File: config.mk
export PLATFORM = sky130hd
export DESIGN_NAME = alu_rr_arbiter_flat
export DESIGN_NICKNAME = d
export VERILOG_FILES = /design/src/rtl/alu_arb_pkg.sv /design/src/rtl/alu_rr_arbiter_if.sv /design/src/rtl/rr_arb2.sv /design/src/rtl/alu_rr_arbiter.sv /design/src/flat_wrapper.sv
export SDC_FILE = /design/constraint.sdc
export NUM_CORES = 1
export LEC_CHECK = 0
export ABC_AREA = 1
export BUFFER_PORTS_ARGS = -buffer_cell sky130_fd_sc_hd__buf_2
export CORE_ASPECT_RATIO = 2
export CORE_MARGIN = 2
export CORE_UTILIZATION = 36
export CTS_CLUSTER_SIZE = 12
export DETAILED_ROUTE_END_ITERATION = 8
export MAX_ROUTING_LAYER = met4
export PLACE_DENSITY = 0.69
export SLEW_MARGIN = 20
export SYNTH_ARGS = -nofsm -noshare
export SYNTH_HDL_FRONTEND = slang
export SYNTH_HIERARCHICAL = 1
export SYNTH_SLANG_ARGS = --single-unit
File: constraint.sdc
create_clock -name clk -period 4.6 [get_ports clk]
set_input_delay 0.92 -clock clk [delete_from_list [all_inputs] [get_ports clk]]
set_output_delay 0.92 -clock clk [all_outputs]
set_load 0.1 [all_outputs]
File: src/rtl/alu_arb_pkg.sv
// Shared widths, requester-id type and ALUOp encodings for the round-robin alu front end.
package alu_arb_pkg;

    localparam int unsigned WIDTH = 32;
    localparam int unsigned OPW   = 3;
    localparam int unsigned IDW   = 1;

    typedef logic [IDW-1:0] req_id_t;

    // The front end never decodes the op; these are for the external alu and the bench.
    typedef enum logic [OPW-1:0] {
        OpAdd = 3'd0,
        OpSub = 3'd1,
        OpAnd = 3'd2,
        OpOr  = 3'd3,
        OpXor = 3'd4
    } alu_op_e;

endpackage

File: src/rtl/alu_rr_arbiter_if.sv
// Bundle of the two request ports, the alu operand/result wires and the response port.
interface alu_rr_arbiter_if;

    logic [1:0]                          req_valid;
    logic [1:0]                          req_ready;
    logic [alu_arb_pkg::WIDTH-1:0]       req_a0;
    logic [alu_arb_pkg::WIDTH-1:0]       req_b0;
    logic [alu_arb_pkg::OPW-1:0]         req_op0;
    logic [alu_arb_pkg::WIDTH-1:0]       req_a1;
    logic [alu_arb_pkg::WIDTH-1:0]       req_b1;
    logic [alu_arb_pkg::OPW-1:0]         req_op1;

    logic [alu_arb_pkg::WIDTH-1:0]       alu_a;
    logic [alu_arb_pkg::WIDTH-1:0]       alu_b;
    logic [alu_arb_pkg::OPW-1:0]         alu_op;
    logic [alu_arb_pkg::WIDTH-1:0]       alu_c;

    logic                                rsp_valid;
    alu_arb_pkg::req_id_t                rsp_id;
    logic [alu_arb_pkg::WIDTH-1:0]       rsp_data;
    logic                                rsp_ready;

    // Arbiter side
    modport slave (
        input  req_valid, req_a0, req_b0, req_op0, req_a1, req_b1, req_op1,
        input  alu_c, rsp_ready,
        output req_ready, alu_a, alu_b, alu_op, rsp_valid, rsp_id, rsp_data
    );

    // Requesters / alu / consumer side
    modport master (
        output req_valid, req_a0, req_b0, req_op0, req_a1, req_b1, req_op1,
        output alu_c, rsp_ready,
        input  req_ready, alu_a, alu_b, alu_op, rsp_valid, rsp_id, rsp_data
    );

endinterface

File: src/rtl/rr_arb2.sv
// Two-way round-robin arbiter; remembers the last granted requester across handshakes.
module rr_arb2 (
    input  logic       clk,
    input  logic       reset,
    input  logic [1:0] valid,
    input  logic       advance,
    output logic       grant_id,
    output logic       any
);

    logic last_grant_q;

    // Pick the sole requester, or the one not served last time on a tie
    always_comb begin
        any      = |valid;
        grant_id = 1'b0;
        unique case (valid)
            2'b01:   grant_id = 1'b0;
            2'b10:   grant_id = 1'b1;
            2'b11:   grant_id = ~last_grant_q;
            default: grant_id = 1'b0;
        endcase
    end

    // Priority only rotates on an accepted request, so stalls never skip a requester
    always_ff @(posedge clk or posedge reset) begin
        if (reset) begin
            last_grant_q <= 1'b1;
        end else if (advance) begin
            last_grant_q <= grant_id;
        end
    end

endmodule

File: src/rtl/alu_rr_arbiter.sv
// Round-robin front end sharing one combinational alu between two requesters.
// Issue register drives the alu; result register captures C with the owner's id.
module alu_rr_arbiter import alu_arb_pkg::*; (
    input  logic               clk,
    input  logic               reset,
    alu_rr_arbiter_if.slave    bus
);

    logic             iss_valid_q;
    req_id_t          iss_id_q;
    logic [WIDTH-1:0] iss_a_q;
    logic [WIDTH-1:0] iss_b_q;
    logic [OPW-1:0]   iss_op_q;

    logic             rsp_valid_q;
    req_id_t          rsp_id_q;
    logic [WIDTH-1:0] rsp_data_q;

    logic rsp_free;
    logic iss_adv;
    logic iss_free;
    logic req_hs;
    logic grant_id;
    logic any;

    rr_arb2 u_arb (
        .clk      (clk),
        .reset    (reset),
        .valid    (bus.req_valid),
        .advance  (req_hs),
        .grant_id (grant_id),
        .any      (any)
    );

    // Pipeline flow control and the one-hot request accept
    always_comb begin
        rsp_free      = !rsp_valid_q || bus.rsp_ready;
        iss_adv       = iss_valid_q && rsp_free;
        iss_free      = !iss_valid_q || iss_adv;
        req_hs        = iss_free && any;
        bus.req_ready = {req_hs && grant_id, req_hs && !grant_id};
    end

    // Issue stage: operands only change on an accept, so alu inputs hold while idle
    always_ff @(posedge clk or posedge reset) begin
        if (reset) begin
            iss_valid_q <= 1'b0;
            iss_id_q    <= '0;
            iss_a_q     <= '0;
            iss_b_q     <= '0;
            iss_op_q    <= '0;
        end else if (req_hs) begin
            iss_valid_q <= 1'b1;
            iss_id_q    <= req_id_t'(grant_id);
            iss_a_q     <= grant_id ? bus.req_a1  : bus.req_a0;
            iss_b_q     <= grant_id ? bus.req_b1  : bus.req_b0;
            iss_op_q    <= grant_id ? bus.req_op1 : bus.req_op0;
        end else if (iss_adv) begin
            iss_valid_q <= 1'b0;
        end
    end

    // Result stage: capture alu C on advance, clear once consumed with nothing behind it
    always_ff @(posedge clk or posedge reset) begin
        if (reset) begin
            rsp_valid_q <= 1'b0;
            rsp_id_q    <= '0;
            rsp_data_q  <= '0;
        end else if (iss_adv) begin
            rsp_valid_q <= 1'b1;
            rsp_id_q    <= iss_id_q;
            rsp_data_q  <= bus.alu_c;
        end else if (rsp_valid_q && bus.rsp_ready) begin
            rsp_valid_q <= 1'b0;
        end
    end

    // Register outputs straight to the bus
    always_comb begin
        bus.alu_a     = iss_a_q;
        bus.alu_b     = iss_b_q;
        bus.alu_op    = iss_op_q;
        bus.rsp_valid = rsp_valid_q;
        bus.rsp_id    = rsp_id_q;
        bus.rsp_data  = rsp_data_q;
    end

endmodule
File: src/flat_wrapper.sv
// flat-port wrapper written by rule: the top's interface ports become plain ports
module alu_rr_arbiter_flat import alu_arb_pkg::*;
  (clk, reset, bus_req_valid, bus_req_a0, bus_req_b0, bus_req_op0, bus_req_a1, bus_req_b1, bus_req_op1, bus_alu_c, bus_rsp_ready, bus_req_ready, bus_alu_a, bus_alu_b, bus_alu_op, bus_rsp_valid, bus_rsp_id, bus_rsp_data);
  alu_rr_arbiter_if bus_i ();
  input  logic clk;
  input  logic reset;
  input wire logic [$bits(bus_i.req_valid)-1:0] bus_req_valid;
  input wire logic [$bits(bus_i.req_a0)-1:0] bus_req_a0;
  input wire logic [$bits(bus_i.req_b0)-1:0] bus_req_b0;
  input wire logic [$bits(bus_i.req_op0)-1:0] bus_req_op0;
  input wire logic [$bits(bus_i.req_a1)-1:0] bus_req_a1;
  input wire logic [$bits(bus_i.req_b1)-1:0] bus_req_b1;
  input wire logic [$bits(bus_i.req_op1)-1:0] bus_req_op1;
  input wire logic [$bits(bus_i.alu_c)-1:0] bus_alu_c;
  input wire logic [$bits(bus_i.rsp_ready)-1:0] bus_rsp_ready;
  output wire logic [$bits(bus_i.req_ready)-1:0] bus_req_ready;
  output wire logic [$bits(bus_i.alu_a)-1:0] bus_alu_a;
  output wire logic [$bits(bus_i.alu_b)-1:0] bus_alu_b;
  output wire logic [$bits(bus_i.alu_op)-1:0] bus_alu_op;
  output wire logic [$bits(bus_i.rsp_valid)-1:0] bus_rsp_valid;
  output wire logic [$bits(bus_i.rsp_id)-1:0] bus_rsp_id;
  output wire logic [$bits(bus_i.rsp_data)-1:0] bus_rsp_data;
  assign bus_i.req_valid = bus_req_valid;
  assign bus_i.req_a0 = bus_req_a0;
  assign bus_i.req_b0 = bus_req_b0;
  assign bus_i.req_op0 = bus_req_op0;
  assign bus_i.req_a1 = bus_req_a1;
  assign bus_i.req_b1 = bus_req_b1;
  assign bus_i.req_op1 = bus_req_op1;
  assign bus_i.alu_c = bus_alu_c;
  assign bus_i.rsp_ready = bus_rsp_ready;
  assign bus_req_ready = bus_i.req_ready;
  assign bus_alu_a = bus_i.alu_a;
  assign bus_alu_b = bus_i.alu_b;
  assign bus_alu_op = bus_i.alu_op;
  assign bus_rsp_valid = bus_i.rsp_valid;
  assign bus_rsp_id = bus_i.rsp_id;
  assign bus_rsp_data = bus_i.rsp_data;
  alu_rr_arbiter u_core (.clk(clk), .reset(reset), .bus(bus_i));
endmodule
# Yosys cells after proc, flatten, opt, wreduce, memory -nomap -nowiden
# Cells that the tools add are included.
word_totals:
  reg_bits: 104
  in_bits: 171
  output_inout_bits: 103
  word_cells: 33
op_classes:
  n_eq_ne: 2
  n_mux: 8
  bitwise_logic: 1
  reduce_logical: 13
ops:
  columns: ["operator", "count"]
  rows:
  - ["$mux 32", 2]
  - ["$logic_and 1x1->1", 5]
  - ["$eq 2x2->1 const B", 2]
  - ["$mux 1", 4]
  - ["$reduce_bool 2->1", 2]
  - ["$logic_not 1->1", 3]
  - ["$mux 3", 1]
  - ["$logic_or 1x1->1", 2]
  - ["$pmux 1 s2", 1]
  - ["$reduce_or 2->1", 1]
  - ["$not 1->1", 1]

# Logic depth before layout (Yosys ltp)
# Gate-level depths: netlist (run 1).
logic_depth:
  depth_word: 6
  depth_mapped: 9
  mapped_depth_nobuf: 7

# Hierarchy
# Netlist (run 1), hierarchy kept.
modules_own_cells:
  columns: ["mod", "n_inst", "cells_each", "area_per_inst_um2", "seq_area_each_um2"]
  rows:
  - ["alu_rr_arbiter", 1, 666, 4916.0, 2577.5]
  - ["rr_arb2", 1, 9, 63.8, 26.3]

# Worst setup path before layout (run 1)
# OpenSTA, ideal clock, no wires.
synth_timing:
  kind: "input -> output"
  from: "input port bus_req_valid[1]"
  to: "output port bus_req_ready[0]"
  arrival_time_ns: 2.649
  path_slack_ns: 1.031
  cell_stages: 4
  n_path_buf: 2
  cell_sequence: "a21boi_1 -> buf_4 -> clkbuf_1 -> nor2_1"
synth_via:
  elab_chain_cells: 4
  elab_cells_between_ends: 7
  cone_classes: "eq/ne (2); mux (1); reduce/logical (4)"
synth_lines:
  columns: ["item", "line", "source"]
  rows:
  - ["start, declared", "flat_wrapper.sv:7", "input wire logic [$bits(bus_i.req_valid)-1:0] bus_req_valid;"]
  - ["$eq 2x2->1", "rr_arb2.sv:17", "unique case (valid)"]
  - ["$pmux 1 s2", "rr_arb2.sv:17", null]
  - ["$logic_not 1->1", "alu_rr_arbiter.sv:41", "bus.req_ready = {req_hs && grant_id, req_hs && !grant_id};"]
  - ["$logic_and 1x1->1 (*)", "alu_rr_arbiter.sv:41", null]
  - ["end, declared", "flat_wrapper.sv:16", "output wire logic [$bits(bus_i.req_ready)-1:0] bus_req_ready;"]
# Every way passes the cells marked *; elsewhere a longest branch is shown, timed or not.

# Final worst setup path (run 1)
layout_timing:
  from: "input port bus_req_valid[0]"
  to: "output port bus_req_ready[1]"
layout_via:
  elab_chain_cells: 3
  elab_cells_between_ends: 6
  cone_classes: "eq/ne (2); mux (1); reduce/logical (3)"
layout_lines:
  columns: ["item", "line", "source"]
  rows:
  - ["$eq 2x2->1", "rr_arb2.sv:17", null]
  - ["$pmux 1 s2 (*)", "rr_arb2.sv:17", null]
  - ["named net u_core.grant_id", "alu_rr_arbiter.sv:23", "logic grant_id;"]
  - ["$logic_and 1x1->1 (*)", "alu_rr_arbiter.sv:41", null]
# The timed path passes the listed nets; every way through them passes the cells marked *.

==> results of run 1 <==
metrics by stage:
| step | utilization | worst slack (ps) |
|---|---|---|
| floorplan | - | 976 |
| CTS | 0.493 | 1450 |
| global placement | 0.470 | 1490 |
| detailed placement | 0.470 | 1460 |
| global route | 0.493 | 1330 |
| finish | 0.493 | 1480 |
critical path: cells and delay by family:
family	cells	cell delay (ps)
AO/OA/AOI/OAI	1	470
buffers and inverters	3	630
AND/OR/NAND/NOR	1	180
final cells by class:
class,instances,share of cell area
sequential,104,0.391
tap,155,0.0291
timing repair buffer,281,0.214
clock inverter,6,0.0116
inverter,7,0.00451
clock buffer,9,0.0338
multi-input combinational,517,0.316
registers in the layout, summed over array words and instances, names as in the netlist:
| signal | cells |
|---|---|
| u_core/iss_valid_q | 1 |
| u_core/bus.rsp_valid | 1 |
| u_core/bus.alu_a | 32 |
| u_core/u_arb/last_grant_q | 1 |
| u_core/bus.rsp_id | 1 |
| u_core/bus.alu_op | 3 |
| u_core/bus.rsp_data | 32 |
| u_core/bus.alu_b | 32 |
| u_core/iss_id_q | 1 |
cells in the final DEF, fill, tap and decap left out, types with 2 or more instances in the layout:
cell       count
dfrtp_1      103
clkbuf_16      9
nand3_1      102
buf_4          8
inv_8          2
nand2_2        2
buf_2        273
inv_1          5
nand2_1      409
cells by family after synthesis:
| group | Yosys count | synth area share |
|---|---|---|
| AOI/OAI and AO/OA | 1 | 0.00151 |
| buffers and inverters | 54 | 0.0568 |
| DFF | 104 | 0.523 |
| and+or+nand+nor | 516 | 0.419 |
per-layer routing:
layer / vias up / track usage / part of all wire
met5: - / - / 0
met4: 0 / 0.0803 / 0.027
met3: 25 / 0.0335 / 0.054
met2: 186 / 0.361 / 0.54
met1: 2325 / 0.228 / 0.38
li1: 2576 / - / -
report_power, final:
group	switching, mW	internal [mW]
logic	2.20	0.363
clock network	0.348	0.430
registers	0.116	1.15
worst paths after layout:
kind / from / endpoint / slack [ps]
min: u_core/bus.rsp_data[14] / u_core/bus.rsp_data[14] / 460
max reg2reg: u_core/u_arb/last_grant_q / u_core/bus.alu_b[13] / 2220
max: bus_req_valid[0] / bus_req_ready[1] / 1480
max in group asynchronous: reset / u_core/bus.alu_b[7] / 2840
min in group asynchronous: reset / u_core/u_arb/last_grant_q / 600
min reg2reg: u_core/bus.rsp_data[14] / u_core/bus.rsp_data[14] / 460
==> results.py, run 1 <==
metrics = {
    "floorplanning": {
        "start_util": 0.369,
        "rows": 60,
        "fp.dieW_um": 87.2,
        "io_pins": 274,
        "die_y_um": 170,
        "coreArea_um2": 13500,
        "die-area_um2": 14800,
    },
    "setup_path": {
        "cp_slowest_stage_delay_ps": 470,
        "critPathArrivalTime_ps": 2200,
        "path_cells": "buf_2, a21boi_4, nand3_1, inv_1, buf_2",
        "crit_fanout": 18,
        "start_kind": "input port",
        "crit_slowest_cell": "a21boi_4",
        "crit_path_frequent_cell": "buf_2",
        "crit_required_ps": 3680,
        "crit_path_end_kind": "output port",
        "crit_type": "input port to output port",
        "rr_worst_depth": 6,
    },
    "synthesis": {
        "yosys_warnings": 6,
        "syn-num-nets": 846,
        "yosysTopAreaCellShare": 0.518,
        "yosysSeqAreaShare": 0.523,
        "synthArstFlopShare": 1.00,
        "yosys.area.top_type": "dfrtp_1",
        "syn-instance-count": 675,
        "syn_area_per_cell_um2": 7.38,
        "ys_types": 15,
        "synth-edff-count": 0,
        "syn-cell-area_um2": 4980,
        "synthTopCellsByCount": "409 x nand2_1, 103 x dfrtp_1, 102 x nand3_1, 22 x buf_2, 13 x clkbuf_1",
        "synth.most_common_cell": "nand2_1",
        "synth_area_leaders": "dfrtp_1 52%, nand2_1 31%, nand3_1 10%, buf_2 2.2%, buf_4 1.5%",
        "ys_ff_latch": 104,
        "synth_ff_type": "dfrtp_1",
    },
    "global_route": {
        "grt_pass1_vias": 4776,
        "grt_max_degree": 76,
        "grt_pass1_wl_um": 23400,
        "grt-ovfl-total": 0,
        "grt_use_total": 0.205,
        "grt_antenna_before_repair": 0,
    },
    "hold_path": {
        "holdPathStages": 2,
        "hold_class": "flop to flop",
    },
    "cts": {
        "clock-sinks": 104,
        "cts_setup_buffers": 0,
        "cts_tree": "yes",
        "htree_levels": 3,
        "postCtsHoldBufs": 0,
        "cts_root_buf": "clkbuf_16",
        "clk_latency_ps": 340,
        "cts_buffers": 9,
        "clk_path_buf_depth": 2,
        "clkSlewWorstSetupHoldPaths_ps": 60,
        "cts_resized": 0,
    },
    "finish": {
        "multi_input_area_um2": 2100,
        "area_growth_pct": 33.8,
        "register_area_um2": 2600,
        "fin_area_um2": 6660,
        "fin_cells": 1079,
        "drive_gt1_frac": 0.329,
        "n_antenna_cell": 0,
        "nNetsFinal": 1091,
        "fill_cells": 1406,
    },
    "power": {
        "p_leak_nw": 4.10,
        "vdd_ir_drop_max_v": 0.000375,
        "cellPowerDensity_nw_per_um2": 692,
        "power.total_mw": 4.61,
    },
    "timing": {
        "maxSlewViolCount": 0,
        "slew_headroom": 0.379,
        "rsz0062_at_grt": "false",
        "fin_worst_skew_ps": 8.12,
        "worst_pin_slew_ps": 932,
        "holdWs_ps": 465,
        "hold_viol": 0,
        "fin_crit_sh": 0.679,
        "finalSetupViolCount": 0,
        "finalCriticalPeriod_ps": 3120,
        "fin_tns_setup_ps": 0,
        "fmax_mhz": 320,
    },
    "placed_design": {
        "placed_area_um2": 6360,
        "dp_cells": 1064,
        "gp_congestion": 0.839,
        "portBuffers": 273,
        "place_hpwl_um": 10700,
    },
    "route": {
        "viasPerCell": 4.74,
        "drt_pass1_iterations": 4,
        "drt_wl_total_um": 15000,
        "first_iter_violations": 218,
        "postRouteAntennaNets": 0,
        "wl_per_cell_um": 13.9,
        "drc": 0,
        "vias": 5112,
    },
    "flow_run": {
        "drv_cap": 0,
    },
    "run_status": {
        "run_status": "completed",
    },
}
(Power assumes the default switching activity.)
==> run 2, diff against run 1 <==
ABC_AREA = 0   (was 1)
PLACE_DENSITY = 0.7   (was 0.69)
clock period = 2.95 ns   (was 4.6 ns; I/O delays follow)
==> results.py, run 2 <==
metrics = {
    "flow_run": {
        "drv_cap": 0,
    },
    "cts": {
        "postCtsHoldBufs": 0,
        "cts_tree": "yes",
        "htree_levels": 3,
        "clk_path_buf_depth": 2,
        "cts_setup_buffers": 0,
        "clock-sinks": 104,
        "clk_latency_ps": 330,
        "clkSlewWorstSetupHoldPaths_ps": 70,
        "cts_root_buf": "clkbuf_16",
        "cts_buffers": 9,
        "cts_resized": 0,
    },
    "route": {
        "postRouteAntennaNets": 0,
        "vias": 3423,
        "wl_per_cell_um": 15.6,
        "first_iter_violations": 137,
        "drt_pass1_iterations": 9,
        "drt_wl_total_um": 11500,
        "viasPerCell": 4.66,
        "drc": 21,
    },
    "synthesis": {
        "synth_area_leaders": "dfrtp_1 54%, mux2_2 33%, mux2_4 8.7%, buf_6 1.4%, buf_2 1.2%",
        "yosysSeqAreaShare": 0.541,
        "synthArstFlopShare": 1.00,
        "ys_types": 17,
        "synth-edff-count": 0,
        "synth.most_common_cell": "mux2_2",
        "syn_area_per_cell_um2": 15.8,
        "synth_ff_type": "dfrtp_1",
        "yosys_warnings": 6,
        "syn-instance-count": 304,
        "syn-cell-area_um2": 4810,
        "yosys.area.top_type": "dfrtp_1",
        "synthTopCellsByCount": "140 x mux2_2, 103 x dfrtp_1, 28 x mux2_4, 12 x buf_2, 6 x buf_6",
        "yosysTopAreaCellShare": 0.536,
        "syn-num-nets": 475,
        "ys_ff_latch": 104,
    },
    "run_status": {
        "run_status": "finished with violations",
        "failed_checks": "DRC",
    },
    "global_route": {
        "grt_max_degree": 47,
        "grt_use_total": 0.163,
        "use_met3": 0.0261,
        "grt_antenna_before_repair": 0,
        "gr-usage-met2": 0.309,
        "grt_pass1_vias": 3706,
        "met1_usage": 0.156,
        "grt-ovfl-total": 0,
        "busiest_layer": "met2",
        "grt_pass1_wl_um": 17900,
    },
    "setup_path": {
        "crit_required_ps": 2360,
        "crit_type": "flop to output port",
        "crit_fanout": 4,
        "start_kind": "flop",
        "crit_path_end_kind": "output port",
        "critPathArrivalTime_ps": 1490,
    },
    "timing": {
        "fmax_mhz": 481,
        "fin_crit_sh": 0.704,
        "fin_tns_setup_ps": 0,
        "maxSlewViolCount": 0,
        "hold_viol": 0,
        "finalSetupViolCount": 0,
        "slew_headroom": 0.523,
        "worst_pin_slew_ps": 714,
        "finalCriticalPeriod_ps": 2080,
        "fin_worst_skew_ps": 6.60,
        "rsz0062_at_grt": "false",
    },
    "floorplanning": {
        "io_pins": 274,
        "die-area_um2": 14400,
        "die_y_um": 167,
        "fp.dieW_um": 85.7,
        "rows": 59,
        "start_util": 0.368,
        "coreArea_um2": 13100,
    },
    "finish": {
        "nNetsFinal": 748,
        "fin_cells": 734,
        "multi_input_area_um2": 2080,
        "final_cell_mix": "272 x buf_2, 140 x mux2_2, 103 x dfrtp_1",
        "drive_gt1_frac": 0.808,
        "register_area_um2": 2600,
        "fill_cells": 1163,
        "n_antenna_cell": 0,
        "mostFrequentLayoutCell": "buf_2",
        "area_growth_pct": 37.7,
    },
    "hold_path": {
        "hold_class": "input port to async pin",
    },
    "placed_design": {
        "dp_cells": 718,
        "gp_congestion": 0.835,
        "portBuffers": 273,
        "place_hpwl_um": 9250,
    },
    "power": {
        "vdd_ir_drop_max_v": 0.000413,
        "cellPowerDensity_nw_per_um2": 870,
        "p_leak_nw": 3.29,
    },
}
## run 2: final timing paths
check | startpoint | to | slack, ps | cells past startpoint
worst max-delay path | u_core/u_arb/last_grant_q | bus_req_ready[0] | 870 | 3
worst min-delay path | reset | u_core/u_arb/last_grant_q | 280 | 2
worst max register to register | u_core/u_arb/last_grant_q | u_core/bus.alu_b[27] | 1030 | 4
worst min register to register | u_core/iss_id_q | u_core/iss_id_q | 480 | 1
max in group asynchronous | reset | u_core/bus.alu_a[3] | 1710 | 3
min in group clk | u_core/iss_id_q | u_core/iss_id_q | 480 | 1
## run 2: metrics by stage
stage	utilization	instance area (µm²)	setup WS [ps]	hold WS (ps)	total power [mW]
floorplan	-	4820	388	446	4.16
global placement	0.485	6330	656	461	4.64
detailed placement	0.485	6330	609	473	4.67
CTS	0.507	6620	841	261	5.85
global route	0.507	6620	779	265	6.00
finish	0.507	6620	873	276	5.77
## run 2: cell type report
type	count	share of cell area
Inverter	3	0.00246
Multi-Input combinational cell	179	0.314
Clock buffer	10	0.0361
Clock inverter	6	0.00756
Tap cell	152	0.0287
Sequential cell	104	0.393
Timing Repair Buffer	280	0.218
## run 2: critical path, stage by stage, from the launching register on
cell and delay, ps:
dfstp_2 570, a21boi_4 70, nor2_2 90, buf_2 420
## run 2: cells by family after synthesis
logic type	synth area share
compound gates	0.00390
buf+inv	0.0289
flops	0.541
mux	0.415
simple gates	0.0109
## run 2: report_power, final
group | total [mW] | internal, mW | switching (mW)
Sequential | 1.81 | 1.68 | 0.133
Combinational | 2.81 | 0.607 | 2.21
Clock | 1.14 | 0.609 | 0.534
## run 2: layer usage
layer,share of wire,wire [µm]
met1,0.34,3910
met2,0.57,6560
met4,0.024,272
met3,0.064,734
met5,0,0
